File: config.mk
export PLATFORM = sky130hd
export DESIGN_NAME = mm2s_engine
export DESIGN_NICKNAME = d
export VERILOG_FILES = /design/src/rtl/mm2s_engine.sv
export SDC_FILE = /design/constraint.sdc
export NUM_CORES = 1
export LEC_CHECK = 0
export ABC_AREA = 1
export CAP_MARGIN = 20
export CELL_PAD_IN_SITES_DETAIL_PLACEMENT = 1
export CELL_PAD_IN_SITES_GLOBAL_PLACEMENT = 2
export CORE_UTILIZATION = 35
export CTS_BUF_LIST = sky130_fd_sc_hd__clkbuf_2 sky130_fd_sc_hd__clkbuf_4 sky130_fd_sc_hd__clkbuf_8
export DETAILED_ROUTE_END_ITERATION = 10
export PLACE_DENSITY = 0.78
export SLEW_MARGIN = 15
export SYNTH_ARGS = -nofsm -noshare
export SYNTH_HDL_FRONTEND = slang
export SYNTH_SLANG_ARGS = --single-unit
export TNS_END_PERCENT = 1
File: constraint.sdc
create_clock -name clk -period 4.5 [get_ports clk]
set_input_delay 0.675 -clock clk [delete_from_list [all_inputs] [get_ports clk]]
set_output_delay 0.675 -clock clk [all_outputs]
set_load 0.01 [all_outputs]
File: src/rtl/mm2s_engine.sv
// mm2s_engine: memory-to-stream read engine.
// A (start address, byte length) command is split into AXI-MM read bursts.
// Read data is buffered in an internal FIFO and replayed as AXI-Stream with
// tkeep/tlast marking the final, possibly partial, word of the command.
// Optional build macro MM2S_4K_SPLIT_EN: when defined, bursts are also cut
// so that none crosses a 4 KB address boundary.
//
// Handshakes: every channel transfers on a cycle where valid && ready are
// both high at the rising clock edge. Once valid is raised, it and its
// payload stay unchanged until that transfer happens.
module mm2s_engine #(
   parameter int MAX_BURST  = 16,
   parameter int FIFO_DEPTH = 32,
   parameter int LEN_W      = 16
) (
   input  logic             clk,
   input  logic             rst_n,
   input  logic [31:0]      cmd_addr,
   input  logic [LEN_W-1:0] cmd_len,
   input  logic             cmd_valid,
   output logic             cmd_ready,
   output logic             busy,
   output logic             done,
   output logic             err,
   output logic [31:0]      m_axi_araddr,
   output logic [7:0]       m_axi_arlen,
   output logic             m_axi_arvalid,
   input  logic             m_axi_arready,
   input  logic [31:0]      m_axi_rdata,
   input  logic [1:0]       m_axi_rresp,
   input  logic             m_axi_rlast,
   input  logic             m_axi_rvalid,
   output logic             m_axi_rready,
   output logic [31:0]      m_axis_tdata,
   output logic [3:0]       m_axis_tkeep,
   output logic             m_axis_tvalid,
   input  logic             m_axis_tready,
   output logic             m_axis_tlast,
   output logic [1:0]       dbg_state_o
);

   localparam int AW = $clog2(FIFO_DEPTH);
   localparam int CW = AW + 1;

   typedef enum logic [1:0] {
      S_IDLE  = 2'd0,
      S_ADDR  = 2'd1,
      S_DATA  = 2'd2,
      S_FLUSH = 2'd3
   } state_t;

   state_t           state_q, state_d;
   logic [31:0]      addr_q, addr_d;
   logic [LEN_W-1:0] beats_left_q, beats_left_d;
   logic [LEN_W-1:0] out_left_q, out_left_d;
   logic [1:0]       len_lo_q, len_lo_d;
   logic             err_sticky_q, err_sticky_d;
   logic             done_q, done_d;
   logic             err_q, err_d;

   logic [31:0]      mem_q [FIFO_DEPTH];
   logic [AW-1:0]    wr_ptr_q, rd_ptr_q;
   logic [CW-1:0]    count_q;

   logic [LEN_W:0]   cmd_beats;
   logic [LEN_W-1:0] burst;
   logic [12:0]      lim4k;
   logic [CW-1:0]    free;
   logic             space_ok, ar_hs, push, pop, last_beat;

   assign cmd_beats = ({1'b0, cmd_len} + (LEN_W+1)'(3)) >> 2;
   assign free      = CW'(FIFO_DEPTH) - count_q;

`ifdef MM2S_4K_SPLIT_EN
   // words left before the next 4 KB boundary
   assign lim4k = (13'd4096 - {1'b0, addr_q[11:0]}) >> 2;
`else
   // caller keeps the region inside one 4 KB page; this never limits
   assign lim4k = 13'd4096;
`endif

   // burst size: smallest of remaining words, MAX_BURST and page limit
   always_comb begin
      burst = beats_left_q;
      if (burst > LEN_W'(MAX_BURST)) burst = LEN_W'(MAX_BURST);
      if (burst > LEN_W'(lim4k))     burst = LEN_W'(lim4k);
   end

   // a burst is only requested once the FIFO can absorb all of it
   assign space_ok      = LEN_W'(free) >= burst;
   assign m_axi_arvalid = (state_q == S_ADDR) && space_ok;
   assign m_axi_araddr  = (state_q == S_ADDR) ? addr_q : 32'h0;
   assign m_axi_arlen   = (state_q == S_ADDR) ? 8'(burst - LEN_W'(1)) : 8'h0;
   assign ar_hs         = m_axi_arvalid && m_axi_arready;
   assign m_axi_rready  = (state_q == S_DATA);
   assign push          = m_axi_rready && m_axi_rvalid;
   assign m_axis_tvalid = (count_q != '0);
   assign pop           = m_axis_tvalid && m_axis_tready;
   assign last_beat     = (out_left_q == LEN_W'(1));

   assign cmd_ready   = (state_q == S_IDLE);
   assign busy        = (state_q != S_IDLE);
   assign done        = done_q;
   assign err         = err_q;
   assign dbg_state_o = state_q;

   assign m_axis_tdata = m_axis_tvalid ? mem_q[rd_ptr_q] : 32'h0;
   assign m_axis_tlast = m_axis_tvalid && last_beat;

   // final word keeps only the bytes covered by the command length
   always_comb begin
      m_axis_tkeep = 4'h0;
      if (m_axis_tvalid) begin
         m_axis_tkeep = 4'hF;
         if (last_beat) begin
            case (len_lo_q)
               2'd1:    m_axis_tkeep = 4'h1;
               2'd2:    m_axis_tkeep = 4'h3;
               2'd3:    m_axis_tkeep = 4'h7;
               default: m_axis_tkeep = 4'hF;
            endcase
         end
      end
   end

   // next-state logic for the command/burst sequencer
   always_comb begin
      state_d      = state_q;
      addr_d       = addr_q;
      beats_left_d = beats_left_q;
      out_left_d   = out_left_q;
      len_lo_d     = len_lo_q;
      err_sticky_d = err_sticky_q;
      done_d       = 1'b0;
      err_d        = 1'b0;
      if (pop) out_left_d = out_left_q - LEN_W'(1);
      case (state_q)
         S_IDLE: begin
            if (cmd_valid) begin
               addr_d       = cmd_addr;
               beats_left_d = cmd_beats[LEN_W-1:0];
               out_left_d   = cmd_beats[LEN_W-1:0];
               len_lo_d     = cmd_len[1:0];
               err_sticky_d = 1'b0;
               state_d      = S_ADDR;
            end
         end
         S_ADDR: begin
            if (ar_hs) begin
               addr_d       = addr_q + (32'(burst) << 2);
               beats_left_d = beats_left_q - burst;
               state_d      = S_DATA;
            end
         end
         S_DATA: begin
            if (push && (m_axi_rresp != 2'b00)) err_sticky_d = 1'b1;
            if (push && m_axi_rlast)
               state_d = (beats_left_q == '0) ? S_FLUSH : S_ADDR;
         end
         S_FLUSH: begin
            if (pop && last_beat) begin
               done_d  = 1'b1;
               err_d   = err_sticky_q;
               state_d = S_IDLE;
            end
         end
         default: state_d = S_IDLE;
      endcase
   end

   // sequencer registers
   always_ff @(posedge clk or negedge rst_n) begin
      if (!rst_n) begin
         state_q      <= S_IDLE;
         addr_q       <= 32'h0;
         beats_left_q <= '0;
         out_left_q   <= '0;
         len_lo_q     <= 2'd0;
         err_sticky_q <= 1'b0;
         done_q       <= 1'b0;
         err_q        <= 1'b0;
      end else begin
         state_q      <= state_d;
         addr_q       <= addr_d;
         beats_left_q <= beats_left_d;
         out_left_q   <= out_left_d;
         len_lo_q     <= len_lo_d;
         err_sticky_q <= err_sticky_d;
         done_q       <= done_d;
         err_q        <= err_d;
      end
   end

   // FIFO pointers and occupancy; push+pop together leaves count unchanged
   always_ff @(posedge clk or negedge rst_n) begin
      if (!rst_n) begin
         wr_ptr_q <= '0;
         rd_ptr_q <= '0;
         count_q  <= '0;
      end else begin
         if (push) wr_ptr_q <= wr_ptr_q + AW'(1);
         if (pop)  rd_ptr_q <= rd_ptr_q + AW'(1);
         case ({push, pop})
            2'b10:   count_q <= count_q + CW'(1);
            2'b01:   count_q <= count_q - CW'(1);
            default: count_q <= count_q;
         endcase
      end
   end

   // FIFO storage, written on every R handshake
   always_ff @(posedge clk) begin
      if (push) mem_q[wr_ptr_q] <= m_axi_rdata;
   end

endmodule

==> flow_metrics.tcl <==
set metrics [dict create \
    num-fill-cells 14200 \
    grt_max_degree 105 \
    die_area_mm2 0.136 \
    p_per_area_mw_per_mm2 637 \
    pre_cts_slack_ps 356 \
    cts_buffers 186 \
    cts_tree "done" \
    worstPathRequired_ps 3830 \
    crit_start "rd_ptr_q[0]" \
    grt_pass1_wl_um 225000 \
    p_comb_share_pct 40.5 \
    design_power_total_w 0.0357 \
    antenna_found_initial 7 \
    hold_class "in2async" \
    synthArstFlopShare_pct 7.83 \
    worstPathMaxFanout 29 \
    drc 6 \
    firstDrtPassIters 8 \
    yosys.area.top_type_share_pct 65.2 \
    setup_viol 0 \
    max_cap_violations 0 \
    ys.flop_type "edfxtp_1" \
    setup_ws_ps 18.6 \
    gp_congestion 0.797 \
    max_freq_mhz 223 \
    multi_input_area_mm2 0.0130 \
    wirelength_um 154000 \
    ir_drop_v 0.000523 \
    timing.final.max_slew_violations 0 \
    r2r_start "count_q[0]" \
    placement.io_buffers 174 \
    tns_ps 0 \
    clockBufferDepth 3 \
    ys_warn_count 0 \
    power.internal_w 0.0216 \
    critPathCaptureType "output pin" \
    netlist_instances 3965 \
    numClockSinks 1111 \
    critPathLaunchType "flip-flop" \
    clk_latency_ps 890 \
    drive_gt1_share_pct 12.5 \
    grt_util_all_layers_pct 22.2 \
    start_util_pct 35.3 \
    vias 33900 \
    violations "design-rule violations" \
    gr-total-overflow 0 \
    hpwl_um 85600 \
    seqCellArea_mm2 0.0329 \
    rsz0062_at_grt "true" \
    worst_pin_slew_ps 1100 \
    slew-limit-headroom_pct 26.4 \
    outcome "finished with violations" \
    arrival_ps 3810 \
    synth-edff-count 1024 \
    syn_area_per_cell_um2 11.9 \
    clock-skew-final_ps 50.9 \
    fin_crit_sh_pct 99.6 \
    nNetsFinal 4403 \
    ys_types 55 \
    placementRows 134 \
    critPathKind "reg2out" \
    syn_area_mm2 0.0472 \
    pwr-share-clk_pct 25.1 \
    swShare_pct 39.6 \
    power_switching_w 0.0141 \
    synth_seq_cells 1111 \
    die_y_um 369 \
    place_inst 5820 \
    p_leak_nw 19.1 \
    drtIter0Drc 3256 \
    clockRootBuffer "clkbuf_8" \
    core_mm2 0.134 \
    p_seq_share_pct 34.5 \
    viasPerCell 5.49 \
    area_growth_pct 18.9 \
    hold_violations 0 \
    yosys-top-cells-area "edfxtp_1, o21ai_0, nor2_1" \
    fin_crit_ps 4480 \
    yosysSeqAreaShare_pct 69.8 \
    yosys.area.top_type "edfxtp_1" \
    clkSlewWorstSetupHoldPaths_ps 60 \
    instances_no_fill 6170 \
    cts_max_level 4 \
    die_x_um 369 \
    num_io_pins 175 \
    ant_nets 0 \
    wl_per_cell_um 24.9 \
    first_global_vias 34900 \
]
==> area by class of cell <==
| type | count | area share, % |
|---|---|---|
| Inverter | 167 | 1.20 |
| Timing Repair Buffer | 336 | 6.45 |
| Tap cell | 1768 | 3.94 |
| Antenna cell | 3 | 0.0134 |
| Sequential cell | 1111 | 58.7 |
| Clock inverter | 64 | 0.790 |
| Clock buffer | 262 | 5.69 |
| Multi-Input combinational cell | 2459 | 23.2 |
==> state kept, by name, indices dropped and copies added (netlist names) <==
signal / flops
len_lo_q: 2
mem_q: 1024
rd_ptr_q: 5
count_q: 6
done: 1
err_sticky_q: 1
wr_ptr_q: 5
err: 1
addr_q: 32
dbg_state_o: 2
beats_left_q: 16
out_left_q: 16
==> synth_stat cells, types with 4 or more instances <==
cell / count
nand4_1: 17
nand2_2: 7
dfrtp_1: 87
o21ai_1: 20
nand2_1: 305
edfxtp_1: 1024
nor2_1: 776
o22ai_1: 108
o211ai_1: 22
clkinv_1: 5
inv_2: 6
buf_1: 12
nor3_1: 25
o211ai_2: 5
xor2_1: 38
o311ai_0: 18
o221ai_1: 152
buf_2: 22
inv_1: 156
o21a_1: 4
clkbuf_1: 206
ha_1: 50
nand3_1: 121
a31oi_1: 44
xnor2_1: 7
o311ai_1: 4
o21ai_0: 598
nor4_1: 7
a21oi_1: 72
==> critical path: stages (launching register included) <==
cell             delay [ps]
dfrtp_4                 580
inv_16                  170
buf_16                  210
buf_4                   210
o21ai_0                  90
o22ai_1                 150
nor2_1                   70
o311ai_1                320
nand2_1                 170
a21oi_1                 180
buf_4                   200
clkdlybuf4s50_1         550
==> power by group through the flow <==
stage	clock network, W	registers, W	logic, W
after floorplan	0	0.0123	0.00828
after global placement	0	0.0125	0.0138
after detailed placement	0	0.0125	0.0141
after CTS	0.00912	0.0123	0.0144
after global routing	0.00952	0.0124	0.0158
final	0.00895	0.0123	0.0144
==> worst paths after layout <==
path                                    end  slack [ps]  cells past startpoint
hold / removal                   addr_q[28]         260                      2
setup reg to reg                 count_q[5]         860                     18
setup / recovery           m_axis_tdata[23]          20                     11
max in group asynchronous         addr_q[1]        3360                      3
hold reg to reg                 len_lo_q[1]         500                      2
min in group clk               mem_q[1][22]         350                      1
==> cell usage in the layout, fill, tap and decap left out, types with 17 or more instances in the layout <==
cell | netlist | layout
dfrtp_1 | 87 | 81
o21ai_0 | 598 | 597
clkdlybuf4s50_1 | 0 | 165
nor2_4 | 1 | 32
nand2_1 | 305 | 303
ha_1 | 50 | 50
conb_1 | 2 | 22
o21ai_1 | 20 | 21
o22ai_1 | 108 | 108
xor2_1 | 38 | 38
clkbuf_4 | 0 | 66
a21oi_1 | 72 | 68
o211ai_1 | 22 | 22
clkinv_1 | 5 | 37
buf_12 | 2 | 33
a31oi_1 | 44 | 43
nand3_1 | 121 | 121
o221ai_1 | 152 | 151
clkbuf_8 | 0 | 196
inv_1 | 156 | 155
buf_4 | 3 | 99
nor3_1 | 25 | 22
edfxtp_1 | 1024 | 1024
nor2_1 | 776 | 744
nand4_1 | 17 | 17
==> metal layers <==
layer,GRT usage [%],wire [µm],up-vias
li1,-,-,15100
met1,30.2,67400,17400
met2,35.8,72700,1057
met3,4.11,9180,287
met4,7.62,4290,4
met5,0,23,-
==> what timing repair did <==
action                                  in CTS  in global routing
gates resized for setup                     29                 23
pin swaps                                    1                  2
hold buffers                                 1                  0
hold endpoints to repair                    20                  0
setup buffers                                6                  2
endpoints found under the setup margin      35                 27
==> cell families after synthesis <==
kind of cell / share of synthesized area, %
AO/OA/AOI/OAI: 13.5
XOR/XNOR: 0.836
adder cells (fa/ha/maj): 1.45
buffers and inverters: 3.51
flip-flops: 69.8
multiplexers: 0.0212
other: 0.0159
AND/OR/NAND/NOR: 10.8
==> stage by stage <==
step | util, % | hold WS [ps] | instance area [µm²]
4_1_cts | 41.8 | 177 | 55800
3_5_place_dp | 38.9 | 485 | 52000
2_1_floorplan | - | 379 | 47300
5_1_grt | 42.0 | 221 | 56100
6_report | 42.0 | 261 | 56100
3_3_place_gp | 38.9 | 470 | 52000
(Power assumes the default switching activity.)
